**src/rtl/pipe_hazard_ctrl_if.sv**
```systemverilog
// rtl/pipe_hazard_ctrl_if.sv - datapath-to-hazard-controller signal bundle
// master drives stage information; slave (the controller) returns enables, valids, forwards and counters.
interface pipe_hazard_ctrl_if;
  logic        ext_stall;
  logic [4:0]  id_rs;
  logic [4:0]  id_rt;
  logic        id_use_rs;
  logic        id_use_rt;
  logic        id_is_branch;
  logic        ex_regwrite;
  logic        ex_memtoreg;
  logic [4:0]  ex_waddr;
  logic        mem_regwrite;
  logic        mem_memtoreg;
  logic [4:0]  mem_waddr;
  logic        wb_regwrite;
  logic [4:0]  wb_waddr;
  logic        pc_en;
  logic        if_id_en;
  logic        id_ex_en;
  logic        ex_mem_en;
  logic        mem_wb_en;
  logic        valid_id;
  logic        valid_ex;
  logic        valid_mem;
  logic        valid_wb;
  logic [1:0]  fwd_a;
  logic [1:0]  fwd_b;
  logic [31:0] cycle_cnt;
  logic [31:0] retire_cnt;
  logic [31:0] stall_cnt;

  modport master (
    output ext_stall, id_rs, id_rt, id_use_rs, id_use_rt, id_is_branch,
    output ex_regwrite, ex_memtoreg, ex_waddr,
    output mem_regwrite, mem_memtoreg, mem_waddr,
    output wb_regwrite, wb_waddr,
    input  pc_en, if_id_en, id_ex_en, ex_mem_en, mem_wb_en,
    input  valid_id, valid_ex, valid_mem, valid_wb,
    input  fwd_a, fwd_b, cycle_cnt, retire_cnt, stall_cnt
  );

  modport slave (
    input  ext_stall, id_rs, id_rt, id_use_rs, id_use_rt, id_is_branch,
    input  ex_regwrite, ex_memtoreg, ex_waddr,
    input  mem_regwrite, mem_memtoreg, mem_waddr,
    input  wb_regwrite, wb_waddr,
    output pc_en, if_id_en, id_ex_en, ex_mem_en, mem_wb_en,
    output valid_id, valid_ex, valid_mem, valid_wb,
    output fwd_a, fwd_b, cycle_cnt, retire_cnt, stall_cnt
  );
endinterface

```
**src/rtl/pipe_hazard_ctrl.sv**
```systemverilog
// rtl/pipe_hazard_ctrl.sv - hazard detection, stall and ID-operand forwarding control for a 5-stage pipeline
// Performance counters are built only when PIPE_PERF_CNT_EN is defined; otherwise they read 0.
module pipe_hazard_ctrl (
  input  logic              clk,
  input  logic              rst,
  pipe_hazard_ctrl_if.slave bus
);
  localparam logic [1:0] FWD_RF  = 2'b00;
  localparam logic [1:0] FWD_MEM = 2'b01;
  localparam logic [1:0] FWD_WB  = 2'b10;

  logic       valid_id_q, valid_ex_q, valid_mem_q, valid_wb_q;
  logic       ex_rs, ex_rt, mem_rs, mem_rt, wb_rs, wb_rt;
  logic       ex_dep, mem_dep;
  logic       load_use, br_ex, br_mem, hz_stall;
  logic       pc_en, if_id_en, id_ex_en, ex_mem_en, mem_wb_en;
  logic [1:0] fwd_a, fwd_b;

  // $0 is hardwired, so a zero source never matches anything.
  function automatic logic src_match(input logic use_src, input logic [4:0] src,
                                     input logic wr, input logic [4:0] waddr,
                                     input logic vld);
    return use_src & (src != 5'd0) & (src == waddr) & wr & vld;
  endfunction

  assign ex_rs  = src_match(bus.id_use_rs, bus.id_rs, bus.ex_regwrite,  bus.ex_waddr,  valid_ex_q);
  assign ex_rt  = src_match(bus.id_use_rt, bus.id_rt, bus.ex_regwrite,  bus.ex_waddr,  valid_ex_q);
  assign mem_rs = src_match(bus.id_use_rs, bus.id_rs, bus.mem_regwrite, bus.mem_waddr, valid_mem_q);
  assign mem_rt = src_match(bus.id_use_rt, bus.id_rt, bus.mem_regwrite, bus.mem_waddr, valid_mem_q);
  assign wb_rs  = src_match(bus.id_use_rs, bus.id_rs, bus.wb_regwrite,  bus.wb_waddr,  valid_wb_q);
  assign wb_rt  = src_match(bus.id_use_rt, bus.id_rt, bus.wb_regwrite,  bus.wb_waddr,  valid_wb_q);

  assign ex_dep   = ex_rs | ex_rt;
  assign mem_dep  = mem_rs | mem_rt;
  assign load_use = valid_id_q & bus.ex_memtoreg & ex_dep;
  assign br_ex    = valid_id_q & bus.id_is_branch & bus.ex_regwrite & ex_dep;
  assign br_mem   = valid_id_q & bus.id_is_branch & bus.mem_memtoreg & mem_dep;
  assign hz_stall = load_use | br_ex | br_mem;

  // A load result in MEM is not yet available, so only an ALU result forwards from MEM.
  always_comb begin
    fwd_a = FWD_RF;
    if (mem_rs && !bus.mem_memtoreg) fwd_a = FWD_MEM;
    else if (wb_rs)                  fwd_a = FWD_WB;
    fwd_b = FWD_RF;
    if (mem_rt && !bus.mem_memtoreg) fwd_b = FWD_MEM;
    else if (wb_rt)                  fwd_b = FWD_WB;
  end

  always_comb begin
    pc_en     = 1'b1;
    if_id_en  = 1'b1;
    id_ex_en  = 1'b1;
    ex_mem_en = 1'b1;
    mem_wb_en = 1'b1;
    if (!rst) begin
      if (bus.ext_stall) begin
        pc_en     = 1'b0;
        if_id_en  = 1'b0;
        id_ex_en  = 1'b0;
        ex_mem_en = 1'b0;
        mem_wb_en = 1'b0;
      end else if (hz_stall) begin
        pc_en    = 1'b0;
        if_id_en = 1'b0;
      end
    end
  end

  // A hazard stall holds ID and sends a bubble into EX; the older stages keep draining.
  always_ff @(posedge clk) begin
    if (rst) begin
      valid_id_q  <= 1'b0;
      valid_ex_q  <= 1'b0;
      valid_mem_q <= 1'b0;
      valid_wb_q  <= 1'b0;
    end else if (!bus.ext_stall) begin
      valid_id_q  <= hz_stall ? valid_id_q : 1'b1;
      valid_ex_q  <= valid_id_q & ~hz_stall;
      valid_mem_q <= valid_ex_q;
      valid_wb_q  <= valid_mem_q;
    end
  end

`ifdef PIPE_PERF_CNT_EN
  logic [31:0] cycle_q, retire_q, stall_q;

  always_ff @(posedge clk) begin
    if (rst) begin
      cycle_q  <= 32'd0;
      retire_q <= 32'd0;
      stall_q  <= 32'd0;
    end else begin
      cycle_q <= cycle_q + 32'd1;
      if (valid_wb_q & mem_wb_en)      retire_q <= retire_q + 32'd1;
      if (bus.ext_stall | hz_stall)    stall_q  <= stall_q + 32'd1;
    end
  end

  assign bus.cycle_cnt  = cycle_q;
  assign bus.retire_cnt = retire_q;
  assign bus.stall_cnt  = stall_q;
`else
  assign bus.cycle_cnt  = 32'd0;
  assign bus.retire_cnt = 32'd0;
  assign bus.stall_cnt  = 32'd0;
`endif

  assign bus.pc_en     = pc_en;
  assign bus.if_id_en  = if_id_en;
  assign bus.id_ex_en  = id_ex_en;
  assign bus.ex_mem_en = ex_mem_en;
  assign bus.mem_wb_en = mem_wb_en;
  assign bus.valid_id  = valid_id_q;
  assign bus.valid_ex  = valid_ex_q;
  assign bus.valid_mem = valid_mem_q;
  assign bus.valid_wb  = valid_wb_q;
  assign bus.fwd_a     = fwd_a;
  assign bus.fwd_b     = fwd_b;
endmodule

```
**src/flat_wrapper.sv**
```systemverilog
// flat-port wrapper written by rule: the top's interface ports become plain ports
module pipe_hazard_ctrl_flat 
  (clk, rst, bus_ext_stall, bus_id_rs, bus_id_rt, bus_id_use_rs, bus_id_use_rt, bus_id_is_branch, bus_ex_regwrite, bus_ex_memtoreg, bus_ex_waddr, bus_mem_regwrite, bus_mem_memtoreg, bus_mem_waddr, bus_wb_regwrite, bus_wb_waddr, bus_pc_en, bus_if_id_en, bus_id_ex_en, bus_ex_mem_en, bus_mem_wb_en, bus_valid_id, bus_valid_ex, bus_valid_mem, bus_valid_wb, bus_fwd_a, bus_fwd_b, bus_cycle_cnt, bus_retire_cnt, bus_stall_cnt);
  pipe_hazard_ctrl_if bus_i ();
  input  logic clk;
  input  logic rst;
  input wire logic [$bits(bus_i.ext_stall)-1:0] bus_ext_stall;
  input wire logic [$bits(bus_i.id_rs)-1:0] bus_id_rs;
  input wire logic [$bits(bus_i.id_rt)-1:0] bus_id_rt;
  input wire logic [$bits(bus_i.id_use_rs)-1:0] bus_id_use_rs;
  input wire logic [$bits(bus_i.id_use_rt)-1:0] bus_id_use_rt;
  input wire logic [$bits(bus_i.id_is_branch)-1:0] bus_id_is_branch;
  input wire logic [$bits(bus_i.ex_regwrite)-1:0] bus_ex_regwrite;
  input wire logic [$bits(bus_i.ex_memtoreg)-1:0] bus_ex_memtoreg;
  input wire logic [$bits(bus_i.ex_waddr)-1:0] bus_ex_waddr;
  input wire logic [$bits(bus_i.mem_regwrite)-1:0] bus_mem_regwrite;
  input wire logic [$bits(bus_i.mem_memtoreg)-1:0] bus_mem_memtoreg;
  input wire logic [$bits(bus_i.mem_waddr)-1:0] bus_mem_waddr;
  input wire logic [$bits(bus_i.wb_regwrite)-1:0] bus_wb_regwrite;
  input wire logic [$bits(bus_i.wb_waddr)-1:0] bus_wb_waddr;
  output wire logic [$bits(bus_i.pc_en)-1:0] bus_pc_en;
  output wire logic [$bits(bus_i.if_id_en)-1:0] bus_if_id_en;
  output wire logic [$bits(bus_i.id_ex_en)-1:0] bus_id_ex_en;
  output wire logic [$bits(bus_i.ex_mem_en)-1:0] bus_ex_mem_en;
  output wire logic [$bits(bus_i.mem_wb_en)-1:0] bus_mem_wb_en;
  output wire logic [$bits(bus_i.valid_id)-1:0] bus_valid_id;
  output wire logic [$bits(bus_i.valid_ex)-1:0] bus_valid_ex;
  output wire logic [$bits(bus_i.valid_mem)-1:0] bus_valid_mem;
  output wire logic [$bits(bus_i.valid_wb)-1:0] bus_valid_wb;
  output wire logic [$bits(bus_i.fwd_a)-1:0] bus_fwd_a;
  output wire logic [$bits(bus_i.fwd_b)-1:0] bus_fwd_b;
  output wire logic [$bits(bus_i.cycle_cnt)-1:0] bus_cycle_cnt;
  output wire logic [$bits(bus_i.retire_cnt)-1:0] bus_retire_cnt;
  output wire logic [$bits(bus_i.stall_cnt)-1:0] bus_stall_cnt;
  assign bus_i.ext_stall = bus_ext_stall;
  assign bus_i.id_rs = bus_id_rs;
  assign bus_i.id_rt = bus_id_rt;
  assign bus_i.id_use_rs = bus_id_use_rs;
  assign bus_i.id_use_rt = bus_id_use_rt;
  assign bus_i.id_is_branch = bus_id_is_branch;
  assign bus_i.ex_regwrite = bus_ex_regwrite;
  assign bus_i.ex_memtoreg = bus_ex_memtoreg;
  assign bus_i.ex_waddr = bus_ex_waddr;
  assign bus_i.mem_regwrite = bus_mem_regwrite;
  assign bus_i.mem_memtoreg = bus_mem_memtoreg;
  assign bus_i.mem_waddr = bus_mem_waddr;
  assign bus_i.wb_regwrite = bus_wb_regwrite;
  assign bus_i.wb_waddr = bus_wb_waddr;
  assign bus_pc_en = bus_i.pc_en;
  assign bus_if_id_en = bus_i.if_id_en;
  assign bus_id_ex_en = bus_i.id_ex_en;
  assign bus_ex_mem_en = bus_i.ex_mem_en;
  assign bus_mem_wb_en = bus_i.mem_wb_en;
  assign bus_valid_id = bus_i.valid_id;
  assign bus_valid_ex = bus_i.valid_ex;
  assign bus_valid_mem = bus_i.valid_mem;
  assign bus_valid_wb = bus_i.valid_wb;
  assign bus_fwd_a = bus_i.fwd_a;
  assign bus_fwd_b = bus_i.fwd_b;
  assign bus_cycle_cnt = bus_i.cycle_cnt;
  assign bus_retire_cnt = bus_i.retire_cnt;
  assign bus_stall_cnt = bus_i.stall_cnt;
  pipe_hazard_ctrl u_core (.clk(clk), .rst(rst), .bus(bus_i));
endmodule
```
**config.mk**
```make
export PLATFORM = sky130hd
export DESIGN_NAME = pipe_hazard_ctrl_flat
export DESIGN_NICKNAME = d
export VERILOG_FILES = /design/src/rtl/pipe_hazard_ctrl_if.sv /design/src/rtl/pipe_hazard_ctrl.sv /design/src/flat_wrapper.sv
export SDC_FILE = /design/constraint.sdc
export NUM_CORES = 1
export LEC_CHECK = 0
export CAP_MARGIN = 30
export CORE_MARGIN = 2
export CORE_UTILIZATION = 26
export CTS_CLUSTER_DIAMETER = 40
export DETAILED_ROUTE_END_ITERATION = 10
export GPL_ROUTABILITY_DRIVEN = 0
export PLACE_DENSITY = 0.84
export SLEW_MARGIN = 40
export SYNTH_ARGS = -nofsm -noshare
export SYNTH_HDL_FRONTEND = slang
export SYNTH_SLANG_ARGS = --single-unit
```
**constraint.sdc**
```tcl
create_clock -name clk -period 1.9 [get_ports clk]
set_input_delay 0.285 -clock clk [delete_from_list [all_inputs] [get_ports clk]]
set_output_delay 0.285 -clock clk [all_outputs]
set_load 0.005 [all_outputs]
```
* Word-level counts from Yosys, hierarchy flattened
Cells that the tools add are included.
** Word-level totals
- Register bits :: 4
- Input bits :: 36
- Output and inout port bits :: 109
- Logic and storage cells :: 59
** Operators by class
- Equal/unequal tests :: 6
- Mux-type cells :: 9
- Bitwise operators :: 34
- Reduce and logical (&&, ||, !) cells :: 6
** Operator list (count)
- $eq 5x5->1 :: 6
- $and 1x1->1 :: 28
- $reduce_bool 5->1 :: 2
- $mux 2 :: 4
- $mux 1 :: 5
- $or 1x1->1 :: 4
- $logic_and 1x1->1 :: 2
- $not 1->1 :: 2
- $reduce_and 2->1 :: 1
- $logic_not 1->1 :: 1

* Longest topological paths before layout
- Depth in word-level cells :: 12
- Depth in mapped cells :: 6
- Mapped depth without buffers :: 5

* Least setup slack after synthesis
Ideal clock, no wire load.
- Kind :: input to output
- From :: in bus_id_rt[0]
- To :: out bus_pc_en
- Data arrival time :: 1.723 ns
- Setup slack :: -0.108 ns
- Stages on the path :: 6
- Path buffers :: 1
- Cells stage by stage :: or4_1 o21ai_2 nor4_1 or3_4 o21bai_1 buf_4
** Between the ends
- Longest elaborated chain between the ends :: 12
- Elaborated cells between the ends (all ways) :: 20
- Classes of those cells :: 2 x eq/ne; 3 x mux; 14 x bitwise; 1 x reduce/logical
** Ends and longest elaborated chain
- start: declaration :: line flat_wrapper.sv:9 : input wire logic [$bits(bus_i.id_rt)-1:0] bus_id_rt;
- $reduce_bool 5->1 :: line pipe_hazard_ctrl.sv:23 : return use_src & (src != 5'd0) & (src == waddr) & wr & vld;
- $and 1x1->1 (4 in series) :: line pipe_hazard_ctrl.sv:23
- $or 1x1->1 :: line pipe_hazard_ctrl.sv:33 : assign ex_dep = ex_rs | ex_rt;
- $and 1x1->1 (on tied branches) :: line pipe_hazard_ctrl.sv:35, pipe_hazard_ctrl.sv:36
- $or 1x1->1 :: line pipe_hazard_ctrl.sv:38 : assign hz_stall = load_use | br_ex | br_mem;
- $or 1x1->1 (*) :: line pipe_hazard_ctrl.sv:38
- $mux 1 (*) (3 in series)
- end: declaration :: line flat_wrapper.sv:21 : output wire logic [$bits(bus_i.pc_en)-1:0] bus_pc_en;
Every way passes the cells marked *; elsewhere a longest branch is shown, timed or not.

* Final worst setup path
- From :: in bus_id_rt[0]
- To :: out bus_pc_en
** Between the ends
- Longest elaborated chain between the ends :: 12
- Elaborated cells between the ends (all ways) :: 20
- Classes of those cells :: 2 x eq/ne; 3 x mux; 14 x bitwise; 1 x reduce/logical
** Ends and longest elaborated chain
- $reduce_bool 5->1 :: line pipe_hazard_ctrl.sv:23
- $and 1x1->1 (4 in series) :: line pipe_hazard_ctrl.sv:23
- $or 1x1->1 :: line pipe_hazard_ctrl.sv:33
- $and 1x1->1 (on tied branches) :: line pipe_hazard_ctrl.sv:35, pipe_hazard_ctrl.sv:36
- $or 1x1->1 :: line pipe_hazard_ctrl.sv:38
- $or 1x1->1 (*) :: line pipe_hazard_ctrl.sv:38
- $mux 1 (*) :: line pipe_hazard_ctrl.sv:63 : end else if (hz_stall) begin
- $mux 1 (*) :: line pipe_hazard_ctrl.sv:57 : if (bus.ext_stall) begin
- $mux 1 (*) :: line pipe_hazard_ctrl.sv:56 : if (!rst) begin
Marks and branches as above.

==> results.yml <==
outcome:
  outcome: "complete, but fails checks"
  violations: "negative setup slack"
floorplanning:
  io_pins: 145
  num_rows: 26
  die-area_um2: 5720
  die_w_um: 75.7
  core-area_um2: 5040
  initial_core_util_pct: 26.5
  die_h_um: 75.7
sta:
  maxSlewViolCount: 0
  setup_viol: 6
  finalClockSkew_ns: 0.000518
  rsz0062_at_grt: "true"
  fmax_ghz: 0.477
  hold_viol_final: 0
  timing.final.crit_share_pct: 110
  setup_slack_ns: -0.195
  period_needed_ns: 2.09
  whs_ns: 0.537
setup_path:
  max_stage_delay_ns: 0.53
  cp.required_ns: 1.62
  start_kind: "input port"
  endpoint_kind: "primary output"
  crit_path_start: "bus_id_rt[0]"
  critical_path_class: "input port to primary output"
  path_buf_inv: 4
  crit_arrival_ns: 1.81
  cp_max_fo: 2
  cp_cell_sequence: "buf_8, buf_6, xnor2_4, nand4_1, or4_4, buf_6, a21oi_4, o21bai_4, buf_2"
  critical-path-slowest-cell: "or4_4"
  reg2reg_from: "u_core.bus.valid_mem"
  crit_path_frequent_cell: "buf_6"
  cp_top_family: "simple AND/OR/NAND/NOR gates"
power_and_ir_drop:
  pwr_density_cell_nw_per_um2: 305
  ir_drop_v: 0.000141
  total_power_w: 0.000613
  p_leak_nw: 0.989
routing:
  drt-wirelength-per-cell_um: 11.4
  drt-met1-wl_um: 1130
  top_layer_used: "met4"
  wl_met3_um: 504
  via_per_inst: 3.61
  antenna_left: 0
  drtIter0Drc: 35
  drc: 0
  wl_um: 3730
  vias: 1182
  met2WireLength_um: 1980
  dr.pass1.iters: 4
synth:
  yosys-top-cells-area: "buf_4 (56%), xnor2_1 (13%), xor2_1 (6.6%)"
  ys_warn_count: 0
  ys_seq_area_share_pct: 6.00
  synth_cells: 172
  yosys.area.top_type: "buf_4"
  syn_area_um2: 1340
  synth_top_area_share_pct: 55.7
  syn_avg_cell_area_um2: 7.76
  yosysUniqueCellTypes: 25
  ys_ff_latch: 4
clocking:
  clkTransAtPathRegs_ns: 0.03
  root_buffer: "clkbuf_8"
  cts-hold-fix-buffers: 0
  tritoncts: "built"
  cts_made_buffers: 3
  h-tree-depth: 1
  clockBufferDepth: 2
  clock-sinks: 4
  clock_latency_ns: 0.22
finish:
  final_util_pct: 39.8
  most-common-layout-cells: "conb_1 (96), buf_4 (28), clkdlybuf4s50_1 (23)"
  finalInstanceArea_um2: 2010
  final_common_cell: "conb_1"
  drive_above_1_share_pct: 32.7
  antennaDiodeCount: 0
  syn2layout_area_growth_pct: 50.3
  fillers: 522
  fin_nets: 295
worst_hold_path:
  hold_start: "u_core.bus.valid_ex"
  hold_path_class: "flop to flop"
place:
  port_buffers: 48
  place_ws_ns: -0.959
  dp_hpwl_um: 2970
  place_area_um2: 1690
global_route:
  antenna_found_initial: 0
  grt_max_degree: 6
  grt_pass1_vias: 1081
  grtUsageTotal_pct: 12.2
  grt_pass1_wl_um: 5180
  grt_overflow_total: 0
job:
  maxCapViolCount: 0
## where the power goes
group / switching [W] / leakage, nW / internal [W]
combinational: 0.000158 / 0.935 / 0.000183
sequential: 0.00000246 / 0.0328 / 0.0000881
clock: 0.0000458 / 0.0216 / 0.000135
total: 0.000206 / 0.989 / 0.000407
## Yosys cell counts (all sizes together)
cell type,number
nor2,4
o21bai,1
dfxtp,4
nand2,1
xor2,10
or3,1
buf,99
or4,4
nand3,2
o31ai,1
mux2i,2
or2b,1
o21ai,4
nand2b,1
nor4,4
xnor2,20
nor3,2
a21oi,2
nand3b,1
conb,1
nand4,6
inv,1
## cells by family (layout without fill, tap and decap cells)
| kind of cell | Yosys count | in the layout | share of synthesized area [%] |
|---|---|---|---|
| and+or+nand+nor | 27 | 27 | 12.3 |
| buffers and inverters | 100 | 90 | 56.0 |
| AOI/OAI and AO/OA | 8 | 8 | 4.31 |
| other | 1 | 96 | 0.281 |
| muxes | 2 | 2 | 1.50 |
| xor gates and xnor gates | 30 | 30 | 19.7 |
| DFF | 4 | 4 | 6.00 |
## worst min-delay path, cell delays in order (launching register included)
cell,delay (ns)
dfxtp_1,0.32
nand3b_1,0.10
o31ai_2,0.06
## worst paths after layout
| path | slack (ns) | cells after the start | end |
|---|---|---|---|
| setup / recovery | -0.19 | 9 | bus_pc_en |
| hold / removal | 0.54 | 2 | u_core.bus.valid_ex |
| setup reg to reg | 0.13 | 8 | u_core.bus.valid_ex |
| hold reg to reg | 0.54 | 2 | u_core.bus.valid_ex |
## timing repair
action                                  4_1_cts  5_1_grt
buffers inserted                             12        6
endpoints found under the hold margin         0        0
pin swaps                                    21       19
gates resized for setup                     123       17
endpoints found under the setup margin        7        6
## through the flow
stage	cells	TNS [ns]
3_5_place_dp	308	-5.75
6_report	327	-0.608
5_1_grt	327	-1.00
2_1_floorplan	267	-0.0413
4_1_cts	322	-0.676
3_3_place_gp	308	-5.34
## state kept, by name, summed over array words and instances (netlist names)
signal and cells:
u_core.bus.valid_ex 1, u_core.bus.valid_wb 1, u_core.bus.valid_id 1, u_core.bus.valid_mem 1
## final cells by class
cell class | count | area [um^2] | share of cell area [%]
repair buffers | 86 | 773 | 38.5
flip-flops and latches | 4 | 80.1 | 3.99
clock buffers | 3 | 41.3 | 2.06
multi-input cells | 163 | 1020 | 50.9
inverters | 1 | 3.75 | 0.187
well taps | 70 | 87.6 | 4.36
## per-layer routing
metal | global-route usage, % | vias to the layer above
met5 | 0 | -
met4 | 6.43 | 0
met3 | 4.89 | 11
met2 | 22.6 | 99
met1 | 11.5 | 536
li1 | - | 536
No activity file was read; power rests on OpenSTA's default activity.
